<file path="src/rtl/byte_mem_arbiter_pkg.sv">
`default_nettype none
// ============================================================================
//  Module   : byte_mem_pkg
//  Purpose  : Shared types and helpers for the byte memory port arbiter.
//  Revision : 1.0 - initial release
// ============================================================================
package byte_mem_pkg;

   typedef enum logic [1:0] {
      CORE   = 2'd0,
      LOADER = 2'd1,
      DRAIN  = 2'd2
   } arb_state_t;

   // Counter must hold READ_LATENCY+1, the drain window length.
   function automatic int drain_cnt_w(input int read_latency);
      return $clog2(read_latency + 2);
   endfunction

endpackage
`default_nettype wire

</file>
<file path="src/rtl/byte_mem_arbiter_if.sv">
`default_nettype none
// ============================================================================
//  Module   : byte_mem_arbiter_if
//  Purpose  : Loader, core and RAM bus signals around the byte memory arbiter.
//  Revision : 1.0 - initial release
// ============================================================================
interface byte_mem_arbiter_if #(
   parameter int ADDR_W = 32
);
   logic              ldr_busy;
   logic [ADDR_W-1:0] ldr_address;
   logic              ldr_wr;
   logic [7:0]        ldr_wr_data;
   logic              ldr_rd;
   logic [7:0]        ldr_rd_data;

   logic              core_req;
   logic              core_wr;
   logic [ADDR_W-1:0] core_addr;
   logic [7:0]        core_wr_data;
   logic              core_ack;
   logic              core_rd_valid;
   logic [7:0]        core_rd_data;

   logic [ADDR_W-1:0] mem_address;
   logic              mem_wr;
   logic [7:0]        mem_wr_data;
   logic              mem_rd;
   logic [7:0]        mem_rd_data;

   // Requester/RAM side of the bus.
   modport master (
      output ldr_busy, ldr_address, ldr_wr, ldr_wr_data, ldr_rd,
      input  ldr_rd_data,
      output core_req, core_wr, core_addr, core_wr_data,
      input  core_ack, core_rd_valid, core_rd_data,
      input  mem_address, mem_wr, mem_wr_data, mem_rd,
      output mem_rd_data
   );

   // Arbiter side of the bus.
   modport slave (
      input  ldr_busy, ldr_address, ldr_wr, ldr_wr_data, ldr_rd,
      output ldr_rd_data,
      input  core_req, core_wr, core_addr, core_wr_data,
      output core_ack, core_rd_valid, core_rd_data,
      output mem_address, mem_wr, mem_wr_data, mem_rd,
      input  mem_rd_data
   );
endinterface
`default_nettype wire

</file>
<file path="src/rtl/byte_mem_arbiter_rd_tag_pipe.sv">
`default_nettype none
// ============================================================================
//  Module   : rd_tag_pipe
//  Purpose  : DEPTH-stage shift register carrying the one-bit core-read tag.
//  Revision : 1.0 - initial release
// ============================================================================
module rd_tag_pipe #(
   parameter int DEPTH = 2
) (
   input  logic clk,
   input  logic reset_n,
   input  logic tag_in,
   output logic tag_out
);
   logic [DEPTH-1:0] sr;

   generate
      if (DEPTH == 1) begin : g_single
         always_ff @(posedge clk or negedge reset_n) begin
            if (!reset_n) sr <= '0;
            else          sr <= tag_in;
         end
      end else begin : g_multi
         always_ff @(posedge clk or negedge reset_n) begin
            if (!reset_n) sr <= '0;
            else          sr <= {sr[DEPTH-2:0], tag_in};
         end
      end
   endgenerate

   assign tag_out = sr[DEPTH-1];
endmodule
`default_nettype wire

</file>
<file path="src/rtl/byte_mem_arbiter.sv">
`default_nettype none
// ============================================================================
//  Module   : byte_mem_arbiter
//  Purpose  : Shares one byte RAM port between the blind-strobing loader and
//             a req/ack core requester; read bytes are routed by owner tag.
//  Revision : 1.0 - initial release
// ============================================================================
module byte_mem_arbiter
   import byte_mem_pkg::*;
#(
   parameter int READ_LATENCY = 2,
   parameter int ADDR_W       = 32
) (
   input  logic                 clk,
   input  logic                 reset_n,
   byte_mem_arbiter_if.slave    bus,
   output logic                 conflict
);
   localparam int              CNT_W    = drain_cnt_w(READ_LATENCY);
   localparam logic [CNT_W-1:0] CNT_LOAD = CNT_W'(READ_LATENCY + 1);
   localparam logic [CNT_W-1:0] CNT_ONE  = CNT_W'(1);

   arb_state_t        state, state_nxt;
   logic [CNT_W-1:0]  cnt, cnt_nxt;
   logic              ldr_strobe;
   logic              ack_int;
   logic              use_ldr;
   logic [ADDR_W-1:0] addr_mux;
   logic [7:0]        wdata_mux;
   logic              wr_mux;
   logic              rd_mux;
   logic              tag_out;
   logic              rd_valid_q;
   logic [7:0]        rd_data_q;

   assign ldr_strobe = bus.ldr_wr | bus.ldr_rd;

   always_ff @(posedge clk or negedge reset_n) begin
      if (!reset_n) begin
         state <= CORE;
         cnt   <= '0;
      end else begin
         state <= state_nxt;
         cnt   <= cnt_nxt;
      end
   end

   always_comb begin
      state_nxt = state;
      cnt_nxt   = cnt;
      case (state)
         CORE: begin
            if (bus.ldr_busy) state_nxt = LOADER;
         end
         LOADER: begin
            if (!bus.ldr_busy) begin
               state_nxt = DRAIN;
               cnt_nxt   = CNT_LOAD;
            end
         end
         DRAIN: begin
            if (bus.ldr_busy) begin
               state_nxt = LOADER;
            end else if (cnt == CNT_ONE) begin
               state_nxt = CORE;
               cnt_nxt   = '0;
            end else begin
               cnt_nxt = cnt - CNT_ONE;
            end
         end
         default: begin
            state_nxt = CORE;
            cnt_nxt   = '0;
         end
      endcase
   end

   // A blind loader strobe always wins the port, even in CORE.
   always_comb begin
      ack_int = 1'b0;
      use_ldr = 1'b0;
      case (state)
         CORE: begin
            if (ldr_strobe)         use_ldr = 1'b1;
            else if (!bus.ldr_busy) ack_int = bus.core_req & reset_n;
         end
         LOADER, DRAIN: use_ldr = 1'b1;
         default: ;
      endcase
      addr_mux  = use_ldr ? bus.ldr_address : bus.core_addr;
      wdata_mux = use_ldr ? bus.ldr_wr_data : bus.core_wr_data;
      wr_mux    = reset_n & (use_ldr ? bus.ldr_wr : (ack_int &  bus.core_wr));
      rd_mux    = reset_n & (use_ldr ? bus.ldr_rd : (ack_int & ~bus.core_wr));
   end

   always_ff @(posedge clk or negedge reset_n) begin
      if (!reset_n)                        conflict <= 1'b0;
      else if (state == CORE && ldr_strobe) conflict <= 1'b1;
   end

   rd_tag_pipe #(
      .DEPTH (READ_LATENCY)
   ) u_rd_tag_pipe (
      .clk     (clk),
      .reset_n (reset_n),
      .tag_in  (ack_int & ~bus.core_wr),
      .tag_out (tag_out)
   );

   always_ff @(posedge clk or negedge reset_n) begin
      if (!reset_n) begin
         rd_valid_q <= 1'b0;
         rd_data_q  <= 8'h00;
      end else begin
         rd_valid_q <= tag_out;
         if (tag_out) rd_data_q <= bus.mem_rd_data;
      end
   end

   assign bus.core_ack      = ack_int;
   assign bus.core_rd_valid = rd_valid_q;
   assign bus.core_rd_data  = rd_data_q;
   assign bus.ldr_rd_data   = bus.mem_rd_data;
   assign bus.mem_address   = addr_mux;
   assign bus.mem_wr_data   = wdata_mux;
   assign bus.mem_wr        = wr_mux;
   assign bus.mem_rd        = rd_mux;
endmodule
`default_nettype wire

</file>
<file path="src/flat_wrapper.sv">
// flat-port wrapper written by rule: the top's interface ports become plain ports
module byte_mem_arbiter_flat import byte_mem_pkg::*;
#(
   parameter int READ_LATENCY = 2,
   parameter int ADDR_W       = 32
)
  (clk, reset_n, conflict, bus_ldr_busy, bus_ldr_address, bus_ldr_wr, bus_ldr_wr_data, bus_ldr_rd, bus_ldr_rd_data, bus_core_req, bus_core_wr, bus_core_addr, bus_core_wr_data, bus_core_ack, bus_core_rd_valid, bus_core_rd_data, bus_mem_address, bus_mem_wr, bus_mem_wr_data, bus_mem_rd, bus_mem_rd_data);
  byte_mem_arbiter_if #(.ADDR_W(ADDR_W)) bus_i ();
  input  logic clk;
  input  logic reset_n;
  output logic conflict;
  input wire logic [$bits(bus_i.ldr_busy)-1:0] bus_ldr_busy;
  input wire logic [$bits(bus_i.ldr_address)-1:0] bus_ldr_address;
  input wire logic [$bits(bus_i.ldr_wr)-1:0] bus_ldr_wr;
  input wire logic [$bits(bus_i.ldr_wr_data)-1:0] bus_ldr_wr_data;
  input wire logic [$bits(bus_i.ldr_rd)-1:0] bus_ldr_rd;
  output wire logic [$bits(bus_i.ldr_rd_data)-1:0] bus_ldr_rd_data;
  input wire logic [$bits(bus_i.core_req)-1:0] bus_core_req;
  input wire logic [$bits(bus_i.core_wr)-1:0] bus_core_wr;
  input wire logic [$bits(bus_i.core_addr)-1:0] bus_core_addr;
  input wire logic [$bits(bus_i.core_wr_data)-1:0] bus_core_wr_data;
  output wire logic [$bits(bus_i.core_ack)-1:0] bus_core_ack;
  output wire logic [$bits(bus_i.core_rd_valid)-1:0] bus_core_rd_valid;
  output wire logic [$bits(bus_i.core_rd_data)-1:0] bus_core_rd_data;
  output wire logic [$bits(bus_i.mem_address)-1:0] bus_mem_address;
  output wire logic [$bits(bus_i.mem_wr)-1:0] bus_mem_wr;
  output wire logic [$bits(bus_i.mem_wr_data)-1:0] bus_mem_wr_data;
  output wire logic [$bits(bus_i.mem_rd)-1:0] bus_mem_rd;
  input wire logic [$bits(bus_i.mem_rd_data)-1:0] bus_mem_rd_data;
  assign bus_i.ldr_busy = bus_ldr_busy;
  assign bus_i.ldr_address = bus_ldr_address;
  assign bus_i.ldr_wr = bus_ldr_wr;
  assign bus_i.ldr_wr_data = bus_ldr_wr_data;
  assign bus_i.ldr_rd = bus_ldr_rd;
  assign bus_ldr_rd_data = bus_i.ldr_rd_data;
  assign bus_i.core_req = bus_core_req;
  assign bus_i.core_wr = bus_core_wr;
  assign bus_i.core_addr = bus_core_addr;
  assign bus_i.core_wr_data = bus_core_wr_data;
  assign bus_core_ack = bus_i.core_ack;
  assign bus_core_rd_valid = bus_i.core_rd_valid;
  assign bus_core_rd_data = bus_i.core_rd_data;
  assign bus_mem_address = bus_i.mem_address;
  assign bus_mem_wr = bus_i.mem_wr;
  assign bus_mem_wr_data = bus_i.mem_wr_data;
  assign bus_mem_rd = bus_i.mem_rd;
  assign bus_i.mem_rd_data = bus_mem_rd_data;
  byte_mem_arbiter #(.READ_LATENCY(READ_LATENCY), .ADDR_W(ADDR_W)) u_core (.clk(clk), .reset_n(reset_n), .bus(bus_i), .conflict(conflict));
endmodule
</file>
<file path="config.mk">
export PLATFORM = sky130hd
export DESIGN_NAME = byte_mem_arbiter_flat
export DESIGN_NICKNAME = d
export VERILOG_FILES = /design/src/rtl/byte_mem_arbiter_pkg.sv /design/src/rtl/byte_mem_arbiter_if.sv /design/src/rtl/byte_mem_arbiter_rd_tag_pipe.sv /design/src/rtl/byte_mem_arbiter.sv /design/src/flat_wrapper.sv
export SDC_FILE = /design/constraint.sdc
export NUM_CORES = 1
export LEC_CHECK = 0
export ABC_AREA = 1
export CAP_MARGIN = 25
export CORE_MARGIN = 3
export CORE_UTILIZATION = 32
export CTS_BUF_LIST = sky130_fd_sc_hd__clkbuf_8
export CTS_CLUSTER_SIZE = 14
export DETAILED_ROUTE_END_ITERATION = 10
export GPL_TIMING_DRIVEN = 0
export HOLD_SLACK_MARGIN = 0.08
export PLACE_DENSITY = 0.91
export SLEW_MARGIN = 30
export SYNTH_ARGS = -nofsm -noshare
export SYNTH_HDL_FRONTEND = slang
export SYNTH_SLANG_ARGS = --single-unit
</file>
<file path="constraint.sdc">
create_clock -name clk -period 2.9 [get_ports clk]
set_input_delay 0.435 -clock clk [delete_from_list [all_inputs] [get_ports clk]]
set_output_delay 0.435 -clock clk [all_outputs]
set_load 0.1 [all_outputs]
</file>
==> metrics <==
status=complete, no violations; share of cells above drive strength 1=0.199; Ys Warns=0; Yosys top cell by area=dfrtp_1; metal1 wirelength=about 1900 um; FF/Latch Area=~400 sq um; Async S/R FF share, synth=1.00; first-pass GRT wire length=between 8000 and 9000 um; GRT Total Usage=0.209; Final HPWL DP=around 5000 um; DRT iter0 DRCs=75; core box area=about 4200 sq um; wire length on met2=between 3000 and 4000 um; root buffer cell=clkbuf_8; met3 wire len=about 650 um; Final Net Count=a little under 500; Synth Register Bits=16; Die H=between 70 and 80 um; average size of a mapped cell=around 6.4 sq um; Initial DRT Pass Iterations=5; Clock Latency Late Sink=between 200 and 300 ps; drt total wl=between 5000 and 6000 um; vias in the first global route=roughly 2.0k; DR vias/cell=about 4.8; largest net degree at the start of global routing=20; Worst Hold Class=in -> async; fmax=0.362 GHz; Num CTS Buffers=3; Slew Limit Fails=0; area delta synth->final=114%; Max Used Layer=met4; Worst setup SP type=flop; Crit Path Max Fanout=10; via count=about 2.1k; die area=roughly 5400 sq um; Initial Utilization=0.347; antenna cells=0; Max-Cap Viols=0; Mapped Nets=about 330; number of port buffers=roughly 160; Core Util, Final=0.740; CP Capture Type=output port; clk slew on worst S/H paths=~70 ps; DRC violations left=0; measured slew at the worst slew-check pin=about 990 ps; Fillers=around 340; Seq/Total Area, Yosys=0.275; CTS tree=yes; leading cell type by number of instances after synthesis=nand2_1; Critical Path RT=about 2500 ps; initial antenna violation count=0; Final ANT Viol Nets=0; routability-driven placement congestion ratio=0.864; final setup fails=0; Worst Path Arrival=about 2300 ps; grt total ovfl=0; cts hold-fix bufs=0; top_reg_cell synth=dfrtp_1; max_slew headroom=0.339; Post-synth top cells=95 x nand2_1, 44 x nand3_1, 18 x inv_1, 16 x dfrtp_1; CTS sink cnt=16; Final Skew=around 6.0 ps; final instance area=between 3000 and 4000 sq um; Placement Rows=23; period utilisation layout=0.953; H-tree depth=1; synth top area cells=dfrtp_1 27%, nand2_1 24%, nand3_1 15%, mux2_2 6.2%, ha_1 5.2%; I/O pin cnt=about 160; critical path type=reg -> out; CTS max path bufs=2; minimum clock period=around 2800 ps; Synth cell types=19; Post-Syn Area=between 1000 and 1500 sq um; die width=roughly 73 um; post-CTS setup buffer count=0; Syn Inst Count=between 200 and 250; Placed Area=3070 sq um; DR WL/cell=13.6 um; Fin. Hold Viols=0; post-synth top area share=0.275; Multi-input gate area=between 800 and 900 sq um; unrepaired setup endpoints after global routing=false; number of flops mapped to enable cells by yosys=0
-- what timing repair did --
action,4_1_cts,5_1_grt
resized for setup,130,29
endpoints found under the hold margin,0,0
endpoints found under the setup margin,43,20
-- stage by stage --
| step | setup slack (ps) | hold slack, ps | std cells | TNS (ps) |
|---|---|---|---|---|
| finish | 137 | 112 | 436 | 0 |
| global route | 0.0657 | 150 | 436 | 0 |
| CTS | 24.1 | 352 | 436 | 0 |
| detailed placement | -826 | 337 | 432 | -14480 |
| global placement | -711 | 341 | 432 | -14940 |
| floorplan | 104 | 139 | 227 | 0 |
-- layout by cell type, fill, tap and decap left out, drive strengths merged, types with 8 or more instances in the layout --
cell / synthesis / layout
nand2: 97 / 97
inv: 19 / 19
nand3: 44 / 44
dfrtp: 16 / 16
clkdlybuf4s50: 0 / 111
mux2: 8 / 8
clkdlybuf4s15: 0 / 24
buf: 21 / 29
clkdlybuf4s18: 0 / 11
-- state kept, by name, summed over array words and instances (netlist names) --
| name | cells |
|---|---|
| u_core.cnt | 2 |
| u_core.u_rd_tag_pipe.sr | 2 |
| u_core.state | 2 |
| u_core.conflict | 1 |
| u_core.bus.core_rd_data | 8 |
| u_core.bus.core_rd_valid | 1 |
-- cells by family (layout without fill, tap and decap cells) --
logic type,after synthesis,after routing,share of synthesized area
simple gates,149,149,0.432
buf+inv,40,199,0.149
mux,8,8,0.0619
fa+ha+maj,6,6,0.0515
compound gates,8,8,0.0309
flops,16,16,0.275
-- cell type report --
cell class | instances | area share
Timing Repair Buffer | 155 | 0.494
Multi-Input combinational cell | 171 | 0.270
Sequential cell | 16 | 0.129
Buffer | 21 | 0.0467
Inverter | 19 | 0.0229
Tap cell | 50 | 0.0201
Clock buffer | 4 | 0.0177
-- critical path, stage by stage (launching register included) --
cell	delay (ps)
dfrtp_1	420
inv_1	90
ha_1	340
inv_1	60
nand2_2	160
buf_2	250
nand3_1	100
nand2_1	100
clkdlybuf4s18_2	540
-- layer usage --
layer  up-vias  GRT usage
met5         -          0
met3        16     0.0629
li1       1029          -
met2       121      0.422
met1       926      0.205
met4         0     0.0402
-- worst paths after layout --
kind	startpoint	to	slack (ps)	cells after the start
setup reg to reg	u_core.state[1]	u_core.state[1]	1350	7
setup / recovery	u_core.state[0]	bus_mem_address[10]	140	8
min in group clk	u_core.u_rd_tag_pipe.sr[0]	u_core.u_rd_tag_pipe.sr[1]	350	0
hold reg to reg	u_core.u_rd_tag_pipe.sr[0]	u_core.u_rd_tag_pipe.sr[1]	350	0
hold / removal	reset_n	u_core.conflict	110	1
max in group asynchronous	reset_n	u_core.bus.core_rd_data[1]	2470	1
Power is not shown: default switching activity piles up to over one toggle a cycle in this logic, so the estimate is an artifact.
